$ cat config.mk
export PLATFORM = sky130hd
export DESIGN_NAME = ext_stage_flat
export DESIGN_NICKNAME = d
export VERILOG_FILES = /design/src/rtl/ext_pkg.sv /design/src/rtl/ext_stage_if.sv /design/src/rtl/ext_core.sv /design/src/rtl/ext_stage.sv /design/src/flat_wrapper.sv
export SDC_FILE = /design/constraint.sdc
export NUM_CORES = 1
export LEC_CHECK = 0
export CAP_MARGIN = 0
export CORE_MARGIN = 3
export CORE_UTILIZATION = 56
export CTS_BUF_LIST = sky130_fd_sc_hd__clkbuf_16
export CTS_CLUSTER_SIZE = 20
export DETAILED_ROUTE_END_ITERATION = 12
export GPL_TIMING_DRIVEN = 0
export PLACE_DENSITY = 0.85
export SLEW_MARGIN = 20
export SYNTH_ARGS = -nofsm -noshare
export SYNTH_HDL_FRONTEND = slang
export SYNTH_SLANG_ARGS = --single-unit
$ cat constraint.sdc
create_clock -name clk -period 13.5 [get_ports clk]
set_clock_uncertainty 0.05 [all_clocks]
set_input_delay 2.7 -clock clk [delete_from_list [all_inputs] [get_ports clk]]
set_output_delay 2.7 -clock clk [all_outputs]
set_load 0.05 [all_outputs]
$ cat src/rtl/ext_pkg.sv
// Shared types for the operand-extension stage:
// mode encoding, skid-buffer states and width helper.
package ext_pkg;

  typedef enum logic [2:0] {
    ZERO = 3'd0,
    SIGN = 3'd1,
    HIGH = 3'd2,
    LB   = 3'd3,
    LBU  = 3'd4,
    LH   = 3'd5,
    LHU  = 3'd6,
    LW   = 3'd7
  } ext_mode_e;

  typedef enum logic [1:0] {
    EMPTY = 2'd0,
    ONE   = 2'd1,
    TWO   = 2'd2
  } buf_state_e;

  function automatic int off_w(input int data_w);
    return $clog2(data_w / 8);
  endfunction

endpackage

$ cat src/rtl/ext_stage_if.sv
// Valid/ready bundle between the producer, the extension
// stage and its consumer.
interface ext_stage_if
  import ext_pkg::*;
#(
  parameter int DATA_W = 32,
  parameter int TAG_W  = 5
) ();

  localparam int OFF_W = off_w(DATA_W);

  logic              in_valid;
  logic              in_ready;
  logic [DATA_W-1:0] din;
  ext_mode_e         mode;
  logic [OFF_W-1:0]  off;
  logic [TAG_W-1:0]  tag_in;
  logic              out_valid;
  logic              out_ready;
  logic [DATA_W-1:0] dout;
  logic [TAG_W-1:0]  tag_out;
  logic              err_out;

  modport master (
    output in_valid, din, mode, off, tag_in,
    output out_ready,
    input  in_ready, out_valid, dout,
    input  tag_out, err_out
  );

  modport slave (
    input  in_valid, din, mode, off, tag_in,
    input  out_ready,
    output in_ready, out_valid, dout,
    output tag_out, err_out
  );

endinterface

$ cat src/rtl/ext_core.sv
// Combinational immediate / load-data extender:
// mode and byte offset in, extended word and misalign flag out.
module ext_core
  import ext_pkg::*;
#(
  parameter int DATA_W = 32,
  parameter int IMM_W  = 16,
  parameter int OFF_W  = off_w(DATA_W)
) (
  input  logic [DATA_W-1:0] din,
  input  ext_mode_e         mode,
  input  logic [OFF_W-1:0]  off,
  output logic [DATA_W-1:0] data,
  output logic              err
);

  logic [IMM_W-1:0]  imm;
  logic [OFF_W+2:0]  bidx;
  logic [OFF_W+2:0]  hidx;
  logic [7:0]        byte_v;
  logic [15:0]       half_v;

  assign imm  = din[IMM_W-1:0];
  assign bidx = {off, 3'b000};
  // halfword index drops off[0]; misalignment is flagged, not fixed
  assign hidx = {off[OFF_W-1:1], 4'b0000};
  assign byte_v = din[bidx +: 8];
  assign half_v = din[hidx +: 16];

  always_comb begin
    data = '0;
    err  = 1'b0;
    unique case (mode)
      ZERO: data = {{(DATA_W-IMM_W){1'b0}}, imm};
      SIGN: data = {{(DATA_W-IMM_W){imm[IMM_W-1]}}, imm};
      HIGH: data = {imm, {(DATA_W-IMM_W){1'b0}}};
      LB:   data = {{(DATA_W-8){byte_v[7]}}, byte_v};
      LBU:  data = {{(DATA_W-8){1'b0}}, byte_v};
      LH: begin
        data = {{(DATA_W-16){half_v[15]}}, half_v};
        err  = off[0];
      end
      LHU: begin
        data = {{(DATA_W-16){1'b0}}, half_v};
        err  = off[0];
      end
      LW: begin
        data = din;
        err  = (off != '0);
      end
      default: begin
        data = '0;
        err  = 1'b0;
      end
    endcase
  end

endmodule

$ cat src/rtl/ext_stage.sv
// Registered extension stage: extender on the input side feeding
// a 2-entry skid buffer with valid/ready on both ends.
module ext_stage
  import ext_pkg::*;
#(
  parameter int DATA_W = 32,
  parameter int IMM_W  = 16,
  parameter int TAG_W  = 5
) (
  input  logic        clk,
  input  logic        reset_n,
  input  logic        flush,
  ext_stage_if.slave  bus
);

  localparam int BW = DATA_W + TAG_W + 1;

  buf_state_e        state;
  buf_state_e        state_n;
  logic [DATA_W-1:0] core_data;
  logic              core_err;
  logic [BW-1:0]     beat;
  logic [BW-1:0]     out_q;
  logic [BW-1:0]     skid_q;
  logic              acc;
  logic              cons;
  logic              ld_out;
  logic              ld_skid;
  logic              mv_skid;

  ext_core #(
    .DATA_W (DATA_W),
    .IMM_W  (IMM_W)
  ) u_core (
    .din  (bus.din),
    .mode (bus.mode),
    .off  (bus.off),
    .data (core_data),
    .err  (core_err)
  );

  assign beat = {core_data, bus.tag_in, core_err};

  assign bus.in_ready  = (state != TWO);
  assign bus.out_valid = (state != EMPTY);
  assign bus.dout      = out_q[BW-1 -: DATA_W];
  assign bus.tag_out   = out_q[TAG_W:1];
  assign bus.err_out   = out_q[0];

  assign acc  = bus.in_valid && bus.in_ready;
  assign cons = bus.out_valid && bus.out_ready;

  always_ff @(posedge clk) begin
    if (!reset_n) state <= EMPTY;
    else          state <= state_n;
  end

  always_comb begin
    state_n = state;
    ld_out  = 1'b0;
    ld_skid = 1'b0;
    mv_skid = 1'b0;
    if (flush) begin
      state_n = EMPTY;
    end else begin
      unique case (state)
        EMPTY: begin
          if (acc) begin
            state_n = ONE;
            ld_out  = 1'b1;
          end
        end
        ONE: begin
          if (acc && cons) begin
            ld_out = 1'b1;
          end else if (acc) begin
            state_n = TWO;
            ld_skid = 1'b1;
          end else if (cons) begin
            state_n = EMPTY;
          end
        end
        TWO: begin
          if (cons) begin
            state_n = ONE;
            mv_skid = 1'b1;
          end
        end
        default: state_n = EMPTY;
      endcase
    end
  end

  always_ff @(posedge clk) begin
    if (!reset_n || flush) out_q <= '0;
    else if (ld_out)       out_q <= beat;
    else if (mv_skid)      out_q <= skid_q;
  end

  always_ff @(posedge clk) begin
    if (reset_n && ld_skid) skid_q <= beat;
  end

endmodule

$ cat src/flat_wrapper.sv
// flat-port wrapper written by rule: the top's interface ports become plain ports
module ext_stage_flat import ext_pkg::*;
#(
  parameter int DATA_W = 32,
  parameter int IMM_W  = 16,
  parameter int TAG_W  = 5
)
  (clk, reset_n, flush, bus_in_valid, bus_din, bus_mode, bus_off, bus_tag_in, bus_out_ready, bus_in_ready, bus_out_valid, bus_dout, bus_tag_out, bus_err_out);
  ext_stage_if #(.DATA_W(DATA_W), .TAG_W(TAG_W)) bus_i ();
  input  logic clk;
  input  logic reset_n;
  input  logic flush;
  input wire logic [$bits(bus_i.in_valid)-1:0] bus_in_valid;
  input wire logic [$bits(bus_i.din)-1:0] bus_din;
  input wire logic [$bits(bus_i.mode)-1:0] bus_mode;
  input wire logic [$bits(bus_i.off)-1:0] bus_off;
  input wire logic [$bits(bus_i.tag_in)-1:0] bus_tag_in;
  input wire logic [$bits(bus_i.out_ready)-1:0] bus_out_ready;
  output wire logic [$bits(bus_i.in_ready)-1:0] bus_in_ready;
  output wire logic [$bits(bus_i.out_valid)-1:0] bus_out_valid;
  output wire logic [$bits(bus_i.dout)-1:0] bus_dout;
  output wire logic [$bits(bus_i.tag_out)-1:0] bus_tag_out;
  output wire logic [$bits(bus_i.err_out)-1:0] bus_err_out;
  assign bus_i.in_valid = bus_in_valid;
  assign bus_i.din = bus_din;
  assign bus_i.mode = bus_mode;
  assign bus_i.off = bus_off;
  assign bus_i.tag_in = bus_tag_in;
  assign bus_i.out_ready = bus_out_ready;
  assign bus_in_ready = bus_i.in_ready;
  assign bus_out_valid = bus_i.out_valid;
  assign bus_dout = bus_i.dout;
  assign bus_tag_out = bus_i.tag_out;
  assign bus_err_out = bus_i.err_out;
  ext_stage #(.DATA_W(DATA_W), .IMM_W(IMM_W), .TAG_W(TAG_W)) u_core (.clk(clk), .reset_n(reset_n), .flush(flush), .bus(bus_i));
endmodule
After elaboration in Yosys (flattened, before gate mapping)
Index checks and enable logic that the tools add are counted.
Widths: inputs -> output; s select.
{ "totals": {"regBits": 78, "latch_bits": 0, "ram_bits": 0, "rom_bits": 0, "inputBits": 47, "out_inout_bits": 40, "elab_cells": 54, "mem_count": 0} }
{ "op_classes": {"add_sub_neg": 0, "mul": 0, "div": 0, "order_cmp": 0, "eq_ne": 14, "shifts": 2, "n_mux": 20, "n_bitwise": 1, "n_reduce_logical": 14} }
{ "op_table": {"columns": ["operator", "count"], "rows": [
  ["$pmux 32 s8", 1],
  ["$mux 38", 2],
  ["$shiftx 32x6->16", 1],
  ["$shiftx 32x6->8", 1],
  ["$eq 3x3->1 const B", 4],
  ["$mux 2", 5],
  ["$mux 1", 9],
  ["$eq 3x2->1 const B", 2],
  ["$pmux 2 s3", 1],
  ["$reduce_bool 2->1", 3],
  ["$logic_and 1x1->1", 4],
  ["$ne 2x1->1 const B", 2],
  ["$ne 2x2->1 const B", 2],
  ["$pmux 1 s2", 2],
  ["$reduce_and 4->1", 1],
  ["$reduce_or 2->1", 2],
  ["$eq 3x1->1 const B", 1],
  ["$logic_not 3->1", 1],
  ["$ne 3x1->1 const B", 1],
  ["$eq 2x1->1 const B", 1],
  ["$eq 2x2->1 const B", 1],
  ["$logic_not 2->1", 1],
  ["$logic_not 1->1", 1],
  ["$logic_or 1x1->1", 1],
  ["$not 1->1", 1]
]} }

Depth between registers and ports, before layout
{ "depth": {"depth_word": 7, "ltp_mapped": 8, "mapped_depth_nobuf": 5} }

By module
A second synthesis with hierarchy kept.
{ "unflattened": {"hier_cells": 405, "hier_area_um2": 4025.1} }
{ "modules_own_cells": {"columns": ["module", "n_inst", "cells_each", "area_each_um2", "seq_area_each_um2"], "rows": [
  ["ext_stage", 1, 271, 3130.5, 1941.9],
  ["ext_core", 1, 134, 894.6, 0.0]
]} }

Worst setup path after synthesis
OpenSTA, ideal clock, no wires.
{ "synth_timing": {"path_kind": "input-to-reg", "start": "input flush", "end": "register u_core.skid_q[0], enable pin", "setup_time_ns": 0.481, "t_arrival_ns": 5.665, "required_ns": 12.969, "path_slack_ns": 7.304, "stages": 3, "n_path_buf": 1, "cell_sequence": "nand2b_1 clkbuf_1 nor3_1"} }
{ "synth_between": {"elab_chain_cells": 2} }
{ "synth_rtl": {"columns": ["element", "line_no", "rtl"], "rows": [
  ["start, declared", "flat_wrapper.sv:12", "input logic flush;"],
  ["$mux 1", "ext_stage.sv:63", "if (flush) begin"],
  ["$logic_and 1x1->1", "ext_stage.sv:101", "if (reset_n && ld_skid) skid_q <= beat;"],
  ["end signal, assigned", "ext_stage.sv:101", null],
  ["end, declared", "ext_stage.sv:24", "logic [BW-1:0] skid_q;"]
]} }
No other way between the ends.
A chain may end at the register's enable or synchronous reset.

Worst setup path after layout
{ "layout_timing": {"start": "input flush", "end": "register u_core.skid_q[37], enable pin"} }
Same word-level chain as after synthesis.

==> impl_metrics.env <==
export IMPL_status="complete, no violations"
export IMPL_hold_slack_ns=0.412
export IMPL_num_vias=4428
export IMPL_ios=87
export IMPL_cts_setup_buffers=0
export IMPL_cts_tree="built"
export IMPL_viasPerCell=6.32
export IMPL_layout_common_cells="84 x clkdlybuf4s50_1, 65 x nand2_1, 40 x dfxtp_1, 38 x edfxtp_1, 32 x nor2_1"
export IMPL_leakagePower_nw=2.21
export IMPL_setup_viol=0
export IMPL_drt_wl_total_mm=14.3
export IMPL_async_flop_share_pct=0
export IMPL_path_max_fanout=10
export IMPL_synth_seq_area_share_pct=43.4
export IMPL_rsz0062_at_grt="false"
export IMPL_yosysUniqueCellTypes=58
export IMPL_dr_max_layer_used="met4"
export IMPL_root_buffer="clkbuf_16"
export IMPL_global_route_overflow_total=0
export IMPL_yosysTopAreaCell="edfxtp_1"
export IMPL_nFillCells=505
export IMPL_fmax_ghz=0.207
export IMPL_syn_area_um2=4480
export IMPL_synth_avg_cell_area_um2=8.99
export IMPL_area_growth_pct=28.8
export IMPL_power_density_nw_per_um2=105
export IMPL_grtUsageTotal_pct=32.9
export IMPL_fin_crit_sh_pct=35.8
export IMPL_crit_required_ns=13.49
export IMPL_tightest_slew_ns=0.740
export IMPL_grt_antenna_before_repair=0
export IMPL_syn_nets=545
export IMPL_dr_pass1_iters=7
export IMPL_synth_edf_count=38
export IMPL_drc=0
export IMPL_dpl_hpwl_mm=10.5
export IMPL_netlist_instances=498
export IMPL_postCtsResizedCells=0
export IMPL_coreArea_um2=7490
export IMPL_grt_max_degree=16
export IMPL_place_congestion=0.942
export IMPL_clk_latency_ns=0.34
export IMPL_cts_sinks=78
export IMPL_slowest_stage="nor3_2"
export IMPL_total_power_w=0.000603
export IMPL_drive_above_1_share_pct=10.5
export IMPL_grt_pass1_wl_mm=22.8
export IMPL_dieWidth_um=95.4
export IMPL_critPathMaxStageDelay_ns=0.69
export IMPL_antenna_cells=0
export IMPL_io_buffers=84
export IMPL_setup_tns_ns=0
export IMPL_path_cells="clkdlybuf4s50_1 > nand2b_1 > clkbuf_1 > nor3_2 > buf_6 > buf_4"
export IMPL_seqCellArea_um2=1940
export IMPL_cap_violations=0
export IMPL_multi_input_area_um2=2310
export IMPL_startpoint_type="primary input"
export IMPL_clkTransAtPathRegs_ns=0.06
export IMPL_synth_top_area_share_pct=25.5
export IMPL_numCtsBuffers=9
export IMPL_row_count=31
export IMPL_relSlewSlack_pct=50.4
export IMPL_path_class="in2reg"
export IMPL_drt_iter0_markers=441
export IMPL_ant_nets=0
export IMPL_dpl_cell_area_um2=5490
export IMPL_reg2reg_slack_ns=11.30
export IMPL_ys_flop_type="dfxtp_1"
export IMPL_start_util_pct=59.8
export IMPL_ir_drop_uv=75.4
export IMPL_h_tree_depth=3
export IMPL_hold_violations=0
export IMPL_endpoint_kind="register"
export IMPL_drv_slew=0
export IMPL_nets=644
export IMPL_min_path_type="reg2reg"
export IMPL_first_global_vias=4358
export IMPL_synthTopCellsByArea="edfxtp_1 25%, dfxtp_1 18%, nand2_1 5.5%"
export IMPL_die_y_um=95.4
export IMPL_synth_warnings=0
export IMPL_fin_crit_ns=4.83
export IMPL_cts_hold_buf=0
export IMPL_wl_met3_mm=1.15
export IMPL_cts_buffer_depth=2
export IMPL_wl_met2_mm=6.90
export IMPL_die_area_um2=9100
export IMPL_wl_met1_mm=5.81
export IMPL_cp_arrival_ns=4.82
export IMPL_ys_ff_latch=78
export IMPL_final_area_um2=5770
export IMPL_wl_per_cell_um=20.4
export IMPL_fin_util_pct=77.0
export IMPL_final_common_cell="clkdlybuf4s50_1"
[final cells by class]
class	instances	share of cell area, %
Buffer	41	3.39
Multi-Input combinational cell	371	40.1
Inverter	8	0.521
Timing Repair Buffer	88	15.3
Tap cell	99	2.15
Sequential cell	78	33.7
Clock inverter	7	0.933
Clock buffer	9	3.91
[synthesized netlist by cell type, types with 5 or more instances]
cell type and n:
o2bb2ai_1 5, a21oi_1 31, a21o_1 20, buf_2 18, or3_1 9, mux2i_1 8
a211oi_1 8, and3_1 5, nand2_1 65, nand2b_1 13, nor2_1 32, nand3_1 11
inv_1 8, nor3_1 27, edfxtp_1 38, mux2_2 5, nand4_1 21, clkbuf_1 18
a22oi_1 8, nor2b_1 23, a31o_2 5, a211o_1 11, dfxtp_1 40, o21ai_0 11
[per-stage QoR]
stage	cells	setup slack, ns
2_1_floorplan	498	7.30
3_3_place_gp	681	5.24
3_5_place_dp	685	8.38
4_1_cts	701	8.71
5_1_grt	701	8.59
6_report	701	8.67
[state kept, by name, indices dropped and copies added, names as in the netlist]
register and count:
u_core.out_q 38, u_core.skid_q 38, u_core.state 2
[critical path, delay by kind of cell]
family        cells  cell delay (ns)
simple gates      2             0.89
buf+inv           4             1.23
[per-layer routing]
layer  global-route usage (%)  vias up
met1                     42.7     2082
met5                        0        -
li1                         -     2053
met2                     54.7      249
met4                     12.6        0
met3                     6.16       44
[worst paths after layout]
check / end / start / depth (start not counted)
setup reg to reg: u_core.out_q[31] / u_core.state[0] / 6
setup / recovery: u_core.skid_q[37] / flush / 6
hold / removal: u_core.out_q[27] / u_core.skid_q[27] / 2
hold reg to reg: u_core.out_q[27] / u_core.skid_q[27] / 2
[power breakdown]
part	switching, W	internal [W]
combinational	0.0000712	0.0000478
sequential	0.00000239	0.000254
clock	0.000101	0.000127
total	0.000175	0.000429
[cell families after synthesis]
kind of cell	Yosys count	synth area share [%]
muxes	15	4.05
AOI/OAI and AO/OA	135	22.1
DFF	78	43.4
buffers and inverters	49	5.03
xor gates and xnor gates	1	0.196
and+or+nand+nor	220	25.2
Note: power is estimated with default switching activity, not from simulation.
